===== src/rtl/serial_alu_ctrl.sv =====
// serial_alu_ctrl: bit-serial 32-bit ALU, one bit per cycle through a single 1-bit slice
module serial_alu_ctrl (
    input  logic        clk,
    input  logic        rst_n,
    input  logic        start,
    input  logic [31:0] src1,
    input  logic [31:0] src2,
    input  logic [3:0]  ALU_control,
    output logic        busy,
    output logic        done,
    output logic [31:0] result,
    output logic        zero,
    output logic        cout,
    output logic        overflow
);
    typedef enum logic [1:0] {IDLE, CALC, FINISH} state_t;
    state_t state, next;
    logic [31:0] a, b, sh, final_res;
    logic [3:0]  op;
    logic [4:0]  cnt;
    logic        carry, c31, is_sub, arith, a_inv, b_inv, ai, bi, sum_bit, carry_next, bit_out, ovf;

    // single 1-bit ALU slice; SUB/SLT run as A + ~B with carry preset to 1, NOR as ~A & ~B
    always_comb begin
        is_sub     = op == 4'b0110 || op == 4'b0111;
        arith      = is_sub || op == 4'b0010;
        a_inv      = op == 4'b1100;
        b_inv      = is_sub || a_inv;
        ai         = a[cnt] ^ a_inv;
        bi         = b[cnt] ^ b_inv;
        sum_bit    = ai ^ bi ^ carry;
        carry_next = (ai & bi) | (carry & (ai ^ bi));
        bit_out    = (op == 4'b0000 || a_inv) ? ai & bi :
                     op == 4'b0001 ? ai | bi :
                     arith ? sum_bit : 1'b0;
        ovf        = c31 ^ carry;
        final_res  = op == 4'b0111 ? {31'b0, sh[31] ^ ovf} : sh;
    end

    // state register
    always_ff @(posedge clk or negedge rst_n)
        if (!rst_n) state <= IDLE;
        else        state <= next;

    // next state: 32 CALC cycles, then one FINISH cycle
    always_comb begin
        next = state == IDLE   ? (start ? CALC : IDLE) :
               state == CALC   ? (cnt == 5'd31 ? FINISH : CALC) :
               IDLE;
    end

    // FSM outputs
    always_comb begin
        busy = state == CALC || state == FINISH;
    end

    // datapath: capture on accept, shift one bit per CALC cycle, publish results on leaving FINISH
    always_ff @(posedge clk or negedge rst_n) begin
        if (!rst_n) begin
            a        <= '0;
            b        <= '0;
            op       <= '0;
            sh       <= '0;
            cnt      <= '0;
            carry    <= 1'b0;
            c31      <= 1'b0;
            done     <= 1'b0;
            result   <= '0;
            zero     <= 1'b0;
            cout     <= 1'b0;
            overflow <= 1'b0;
        end else begin
            done <= state == FINISH;
            if (state == IDLE && start) begin
                a     <= src1;
                b     <= src2;
                op    <= ALU_control;
                cnt   <= '0;
                carry <= ALU_control == 4'b0110 || ALU_control == 4'b0111;
            end else if (state == CALC) begin
                sh    <= {bit_out, sh[31:1]};
                carry <= carry_next;
                cnt   <= cnt + 5'd1;
                if (cnt == 5'd31) c31 <= carry;
            end else if (state == FINISH) begin
                result   <= final_res;
                zero     <= final_res == 32'd0;
                cout     <= arith & carry;
                overflow <= arith & ovf;
            end
        end
    end
endmodule


===== config.mk =====
export PLATFORM = sky130hd
export DESIGN_NAME = serial_alu_ctrl
export DESIGN_NICKNAME = d
export VERILOG_FILES = /design/src/rtl/serial_alu_ctrl.sv
export SDC_FILE = /design/constraint.sdc
export NUM_CORES = 1
export LEC_CHECK = 0
export BUFFER_PORTS_ARGS = -buffer_cell sky130_fd_sc_hd__buf_2
export CAP_MARGIN = 15
export CORE_UTILIZATION = 50
export DETAILED_ROUTE_END_ITERATION = 8
export HOLD_SLACK_MARGIN = 0.02
export PLACE_DENSITY = 0.83
export SKIP_LAST_GASP = 1
export SYNTH_ARGS = -nofsm -noshare
export SYNTH_HDL_FRONTEND = slang
export SYNTH_SLANG_ARGS = --single-unit

===== constraint.sdc =====
create_clock -name clk -period 3.4 [get_ports clk]
set_clock_uncertainty 0.05 [all_clocks]
set_input_delay 0.17 -clock clk [delete_from_list [all_inputs] [get_ports clk]]
set_output_delay 0.17 -clock clk [all_outputs]
set_load 0.03 [all_outputs]

==> out/metrics.cfg, run 1 <==
[outcome]
status = completed

[clock_tree]
cts.sinks = 145
post_cts_buffers = 0
htreeDepth = 4
cts_buffers = 17
cts_tree = yes
root_buffer = clkbuf_16
insertion_delay_ns = 0.42
clkTransAtPathRegs_ns = 0.06
cts_buffer_depth = 2

[finish]
diodes = 0
area_delta_synth_final_pct = 30.1
multiInputGateArea_sq_um = 2520
finalInstanceArea_sq_um = 8420
nets = 766
drive_above_1_share_pct = 36.0
register_area_sq_um = 3630
fillers = 942

[worst_setup_path]
rrSetupSlack_ns = 0.23
rr_startpoint = cnt[0]
cp_num_buf_inv = 2
crit_path_start_kind = flop
critPathSlowestCell = dlygate4sd3_1
critPathMostFrequentCell = mux2i_1
crit_arrival_ns = 3.42
path_cells = buf_6 > mux2i_1 > a22oi_1 > nand3_1 > nand4_1 > xor2_1 > fa_1 > mux2i_1 > o22ai_1 > dlygate4sd3_1
crit_fanout = 23
crit_required_ns = 3.65
r2r_end = carry
critPathKind = flop to flop
cp-startpoint = cnt[0]
reg2regPathDepth = 10
crit_path_end_kind = flop
cp_slowest_stage_delay_ns = 0.57
critical_path.top_delay_family = buffers and inverters

[place]
placed_area_sq_um = 7100
portBuffers = 107
gp_congestion = 0.819
dp_hpwl_mm = 8.96

[logic_synthesis]
syn-num-nets = 598
yosysWarnings = 0
synth_top_area_share_pct = 56.1
netlist_instances = 519
synth-edff-count = 0
avgSynthCellArea_sq_um = 12.5
synth_cell_types = 41
yosys-top-cells-area = dfrtp_1, mux2_2, mux2i_1
synth.largest_area_cell = dfrtp_1
dominantRegCellSynth = dfrtp_1
synth_common_cells = dfrtp_1, mux2_2, nand2_1
seq_area_frac_synth_pct = 56.1
synth-async-reset-ratio_pct = 100
synth_seq_cells = 145
synthesis.area_sq_um = 6470
yosysMostFrequentCell = dfrtp_1

[floorplan]
die-area_sq_um = 13400
dieHeight_um = 116
initial_utilization_pct = 51.3
core_area_sq_um = 12600
rows = 41
io_pins = 108
fp.dieW_um = 116

[drt]
dr_wl_met2_mm = 7.85
vias_per_cell = 5.23
ant_nets = 0
m1WireLength_mm = 5.90
wl_mm = 14.5
drtIter0Drc = 152
top_layer = met4
wl_per_cell_um = 16.6
dr.pass1.iters = 7
route.vias.total = 4557
met3_length_um = 477
post-route-drc-count = 0

[sta]
setup_tns_ns = 0
period_share_pct = 93.1
finalCriticalPeriod_ns = 3.17
worstMarginPinSlew_ns = 0.975
finalSetupViolCount = 0
rsz0062_at_grt = false
slew_headroom_pct = 35.0
slew_violations = 0
fmax_mhz = 316
hold_violations = 0

[power]
intPower_w = 0.00469
powerDensity_nw_per_um2 = 812
p_clk_share_pct = 28.2
power_w = 0.00684
worst_ir_drop_vdd_uv = 512
switching_share_pct = 31.4
p_leak_nw = 3.79
comb_power_share_pct = 30.3
power_frac_seq_pct = 41.5
switchingPower_w = 0.00215

[min_path]
worstHoldPathType = input port to asynchronous set/reset pin

[global_route]
grt_usage_pct = 23.5
antenna_found_initial = 0
grt_pass1_vias = 4750
grt-ovfl-total = 0
grt_pass1_wl_mm = 23.5
grt_max_degree = 78

[run]
max-cap-violations = 0

[state kept, by name (all words and copies together), names as in the netlist]
name / flops
a: 32
b: 32
c31: 1
carry: 1
cnt: 5
cout: 1
done: 1
op: 4
overflow: 1
result: 32
sh: 32
state: 2
zero: 1
[how the worst max path moves through the flow]
stage | end | slack [ns] | depth (start not counted)
2_1_floorplan | sh[31] | 0.71 | 14
3_3_place_gp | sh[31] | 0.45 | 12
3_5_place_dp | sh[31] | 0.26 | 12
4_1_cts | carry | 0.13 | 10
5_1_grt | carry | 0.04 | 9
6_report | carry | 0.23 | 10
[area by class of cell]
cell class / count / area share, %
clock buffers: 21 / 5.47
clock inverters: 11 / 1.81
inverters: 38 / 1.69
multi-input cells: 302 / 29.9
flip-flops and latches: 145 / 43.1
well taps: 172 / 2.56
repair buffers: 183 / 15.5
[power by group through the flow]
| stage | combinational [W] | clock (W) | sequential [W] |
|---|---|---|---|
| 2_1_floorplan | 0.00172 | 0 | 0.00263 |
| 3_3_place_gp | 0.00186 | 0 | 0.00283 |
| 3_5_place_dp | 0.00198 | 0 | 0.00285 |
| 4_1_cts | 0.00207 | 0.00195 | 0.00283 |
| 5_1_grt | 0.00227 | 0.00204 | 0.00293 |
| 6_report | 0.00207 | 0.00192 | 0.00284 |
[metrics by stage]
step | hold WS [ns] | setup slack (ns) | std cells | util, %
after global routing | 0.338 | 0.0445 | 872 | 66.7
after CTS | 0.304 | 0.128 | 872 | 66.7
after detailed placement | 0.176 | 0.261 | 770 | 56.3
final | 0.292 | 0.235 | 872 | 66.7
after global placement | 0.164 | 0.453 | 770 | 56.3
after floorplan | -0.176 | 0.711 | 519 | -
[cell usage in the layout, fill, tap and decap left out, types with 2 or more instances in the layout]
cell type	instances
and3_1	3
nor3_1	2
mux2_2	101
clkbuf_1	2
inv_6	3
nand3b_1	2
nor4_1	7
a22oi_1	7
bufinv_16	3
dlygate4sd3_1	70
buf_4	4
a31oi_1	3
ha_2	2
nor2b_1	7
nand2b_1	3
o2111ai_1	2
a21oi_1	6
and2_1	2
clkbuf_8	2
o211ai_1	2
nand3_1	6
mux4_2	2
o21ai_0	6
xnor2_1	3
nor2_1	10
nand2_1	40
inv_1	38
ha_1	5
xor2_1	6
o22ai_1	32
mux2i_1	30
dfrtp_1	144
nand4_1	4
buf_6	2
clkbuf_16	17
clkinvlp_4	3
buf_2	106
[what timing repair did]
action,4_1_cts,5_1_grt
setup endpoints to repair,0,1
resized for setup,0,1
hold endpoints to repair,141,0
hold buffers,70,0
[logic make-up after synthesis]
kind of cell               Yosys count  synth area share (%)
DFF                                145                  56.1
xor gates and xnor gates             9                  1.22
buffers and inverters               72                  5.12
muxes                              133                  22.9
adders and majority gates            8                  1.66
and+or+nand+nor                     88                  6.48
AOI/OAI and AO/OA                   64                  6.52
[routing by layer]
layer | vias up | track usage (%)
met5 | - | 0
met4 | 0 | 10.2
met3 | 21 | 5.65
met2 | 117 | 42.0
met1 | 2260 | 26.7
li1 | 2159 | -
Note: power is estimated with default switching activity, not from simulation.
==> inputs of run 2 (changes only) <==
--- a/config.mk
+++ b/config.mk
@@ -5,12 +5,13 @@
 export SDC_FILE = /design/constraint.sdc
 export NUM_CORES = 1
 export LEC_CHECK = 0
+export ABC_AREA = 1
 export BUFFER_PORTS_ARGS = -buffer_cell sky130_fd_sc_hd__buf_2
 export CAP_MARGIN = 15
-export CORE_UTILIZATION = 50
+export CORE_UTILIZATION = 45
 export DETAILED_ROUTE_END_ITERATION = 8
 export HOLD_SLACK_MARGIN = 0.02
-export PLACE_DENSITY = 0.83
+export PLACE_DENSITY = 0.77
 export SKIP_LAST_GASP = 1
 export SYNTH_ARGS = -nofsm -noshare
 export SYNTH_HDL_FRONTEND = slang
==> constraint.sdc (replaced) <==
create_clock -name clk -period 3.4 [get_ports clk]
set_clock_uncertainty 0.05 [all_clocks]
set_input_delay 0.68 -clock clk [delete_from_list [all_inputs] [get_ports clk]]
set_output_delay 0.68 -clock clk [all_outputs]
set_load 0.03 [all_outputs]
==> run 2 against run 1 <==
Sequential share of layout area up 3.8 points; sequential power down 7.7%; combinational power down 7%; routed wire length down 2.3%; clock power down 7%; largest power group unchanged.
==> out/metrics.cfg, run 2 <==
[outcome]
status = completed

[worst_setup_path]
critPathKind = flop to flop
crit_path_end_kind = flop
cp_slowest_stage_delay_ns = 0.60
cp-startpoint = cnt[0]
cp_num_buf_inv = 2
crit_path_start_kind = flop
rr_startpoint = cnt[0]
crit_fanout = 26
path_cells = buf_4 > nor2_1 > nor2_1 > o21ai_0 > nand3_1 > nand3_1 > nand3_1 > nand2_1 > nand2_1 > nand2_1 > fa_1 > inv_1 > o21ai_0 > a21oi_1 > o22ai_1
critPathSlowestCell = dfrtp_1
crit_required_ns = 3.71
critical_path.top_delay_family = simple AND/OR/NAND/NOR gates
crit_arrival_ns = 2.99

[finish]
fillers = 1296
final_common_cell = nand2_1
finalInstanceArea_sq_um = 7730
layout_common_cells = nand2_1, dfrtp_1, buf_2
area_delta_synth_final_pct = 17.8
drive_above_1_share_pct = 17.1
diodes = 0
nets = 986
utilization_pct = 55.0

[sta]
finalSetupViolCount = 0
finalCriticalPeriod_ns = 2.67
setup_tns_ns = 0
slew_violations = 0
fmax_mhz = 374
slew_headroom_pct = 42.9
rsz0062_at_grt = false
period_share_pct = 78.6
worstMarginPinSlew_ns = 0.856
hold_violations = 0

[power]
switching_share_pct = 36.3
p_leak_nw = 4.21
power_frac_seq_pct = 41.3
intPower_w = 0.00404
power_w = 0.00634
p_clk_share_pct = 28.2
powerDensity_nw_per_um2 = 820
comb_power_share_pct = 30.5
switchingPower_w = 0.00230
worst_ir_drop_vdd_uv = 441

[clock_tree]
cts_buffers = 17
cts_buffer_depth = 2
insertion_delay_ns = 0.44
cts_tree = yes
cts_resized = 0
cts.sinks = 145
htreeDepth = 4
clkTransAtPathRegs_ns = 0.06
post_cts_buffers = 0
root_buffer = clkbuf_16
cts_hold_repair.buffers = 0

[floorplan]
core_area_sq_um = 14000
dieHeight_um = 123
initial_utilization_pct = 46.7
rows = 43
io_pins = 108
die-area_sq_um = 15100
fp.dieW_um = 123

[logic_synthesis]
dominantRegCellSynth = dfrtp_1
synth-edff-count = 0
synth_common_cells = nand2_1, dfrtp_1, o21ai_0
synth_cell_types = 29
yosysMostFrequentCell = nand2_1
netlist_instances = 815
synthesis.area_sq_um = 6560
avgSynthCellArea_sq_um = 8.05
synth-async-reset-ratio_pct = 100
syn-num-nets = 894
synth_top_area_share_pct = 55.3
yosysWarnings = 0
seq_area_frac_synth_pct = 55.3
synth.largest_area_cell = dfrtp_1
synth_seq_cells = 145
yosys-top-cells-area = dfrtp_1, nand2_1, o21ai_0

[place]
placed_area_sq_um = 7160
dp_hpwl_mm = 9.74
gp_congestion = 0.820
portBuffers = 107

[min_path]
worstHoldPathType = input port to asynchronous set/reset pin

[drt]
dr.pass1.iters = 5
wl_per_cell_um = 12.9
post-route-drc-count = 0
route.vias.total = 5416
vias_per_cell = 4.93
wl_mm = 14.2
ant_nets = 0
drtIter0Drc = 307

[global_route]
grt_max_degree = 70
antenna_found_initial = 0
grt_usage_pct = 20.5
grt-ovfl-total = 0
grt_pass1_wl_mm = 23.8
grt_pass1_vias = 5245

[run]
max-cap-violations = 0

[run 2: cell types whose count changed after synthesis, moves of 8 or more]
cell     before  now
buf_6         2   10
nand2_1      40  402
nor2_1       10   35
o21ai_0       6   56
nand3_1       6   55
mux2i_1      30    0
o22ai_1      32    1
mux2_2      101    0
inv_1        38   29
[run 2: final timing paths]
path | end | slack [ns] | cells past startpoint
setup / recovery | sh[31] | 0.73 | 15
hold / removal | sh[25] | 0.20 | 1
setup reg to reg | sh[31] | 0.73 | 15
hold reg to reg | sh[0] | 0.42 | 2
max in group asynchronous | sh[30] | 2.30 | 2
min in group clk | a[30] | 0.38 | 3
[run 2: final cells by class]
type / count / area (sq um) / share of cell area, %
Sequential cell: 145 / 3630 / 46.9
Multi-Input combinational cell: 592 / 2550 / 33.0
Timing Repair Buffer: 116 / 622 / 8.04
Clock buffer: 26 / 519 / 6.72
Tap cell: 180 / 225 / 2.91
Inverter: 35 / 131 / 1.70
Clock inverter: 5 / 50.0 / 0.647
[run 2: power by group through the flow]
stage	Sequential, W	Combinational [W]	Clock, W
floorplan	0.00250	0.00163	0
global placement	0.00263	0.00187	0
detailed placement	0.00263	0.00193	0
CTS	0.00261	0.00195	0.00182
global route	0.00269	0.00224	0.00190
finish	0.00262	0.00193	0.00179
[run 2: per-layer routing]
metal  GRT usage (%)  wire length (um)  vias to the layer above
met5               0                 0                        -
met4            8.61               119                        0
met3            5.16               592                        9
met2            33.5              6830                      129
met1            25.7              6610                     2531
li1                -                 -                     2747
[run 2: logic make-up (layout without fill, tap and decap cells)]
kind of cell,Yosys count,count (layout),synth area share [%]
AND/OR/NAND/NOR,507,507,30.9
adder cells (fa/ha/maj),8,8,1.64
XOR/XNOR,1,1,0.134
buffers and inverters,78,182,5.80
AO/OA/AOI/OAI,76,76,6.20
flip-flops,145,145,55.3
[run 2: metrics by stage]
| stage | hold slack, ns | cells | setup WS (ns) |
|---|---|---|---|
| finish | 0.197 | 1099 | 0.729 |
| global route | 0.227 | 1099 | 0.354 |
| global placement | 0.405 | 1068 | 0.807 |
| CTS | 0.211 | 1099 | 0.716 |
| detailed placement | 0.410 | 1068 | 0.735 |
| floorplan | 0.334 | 815 | 1.19 |
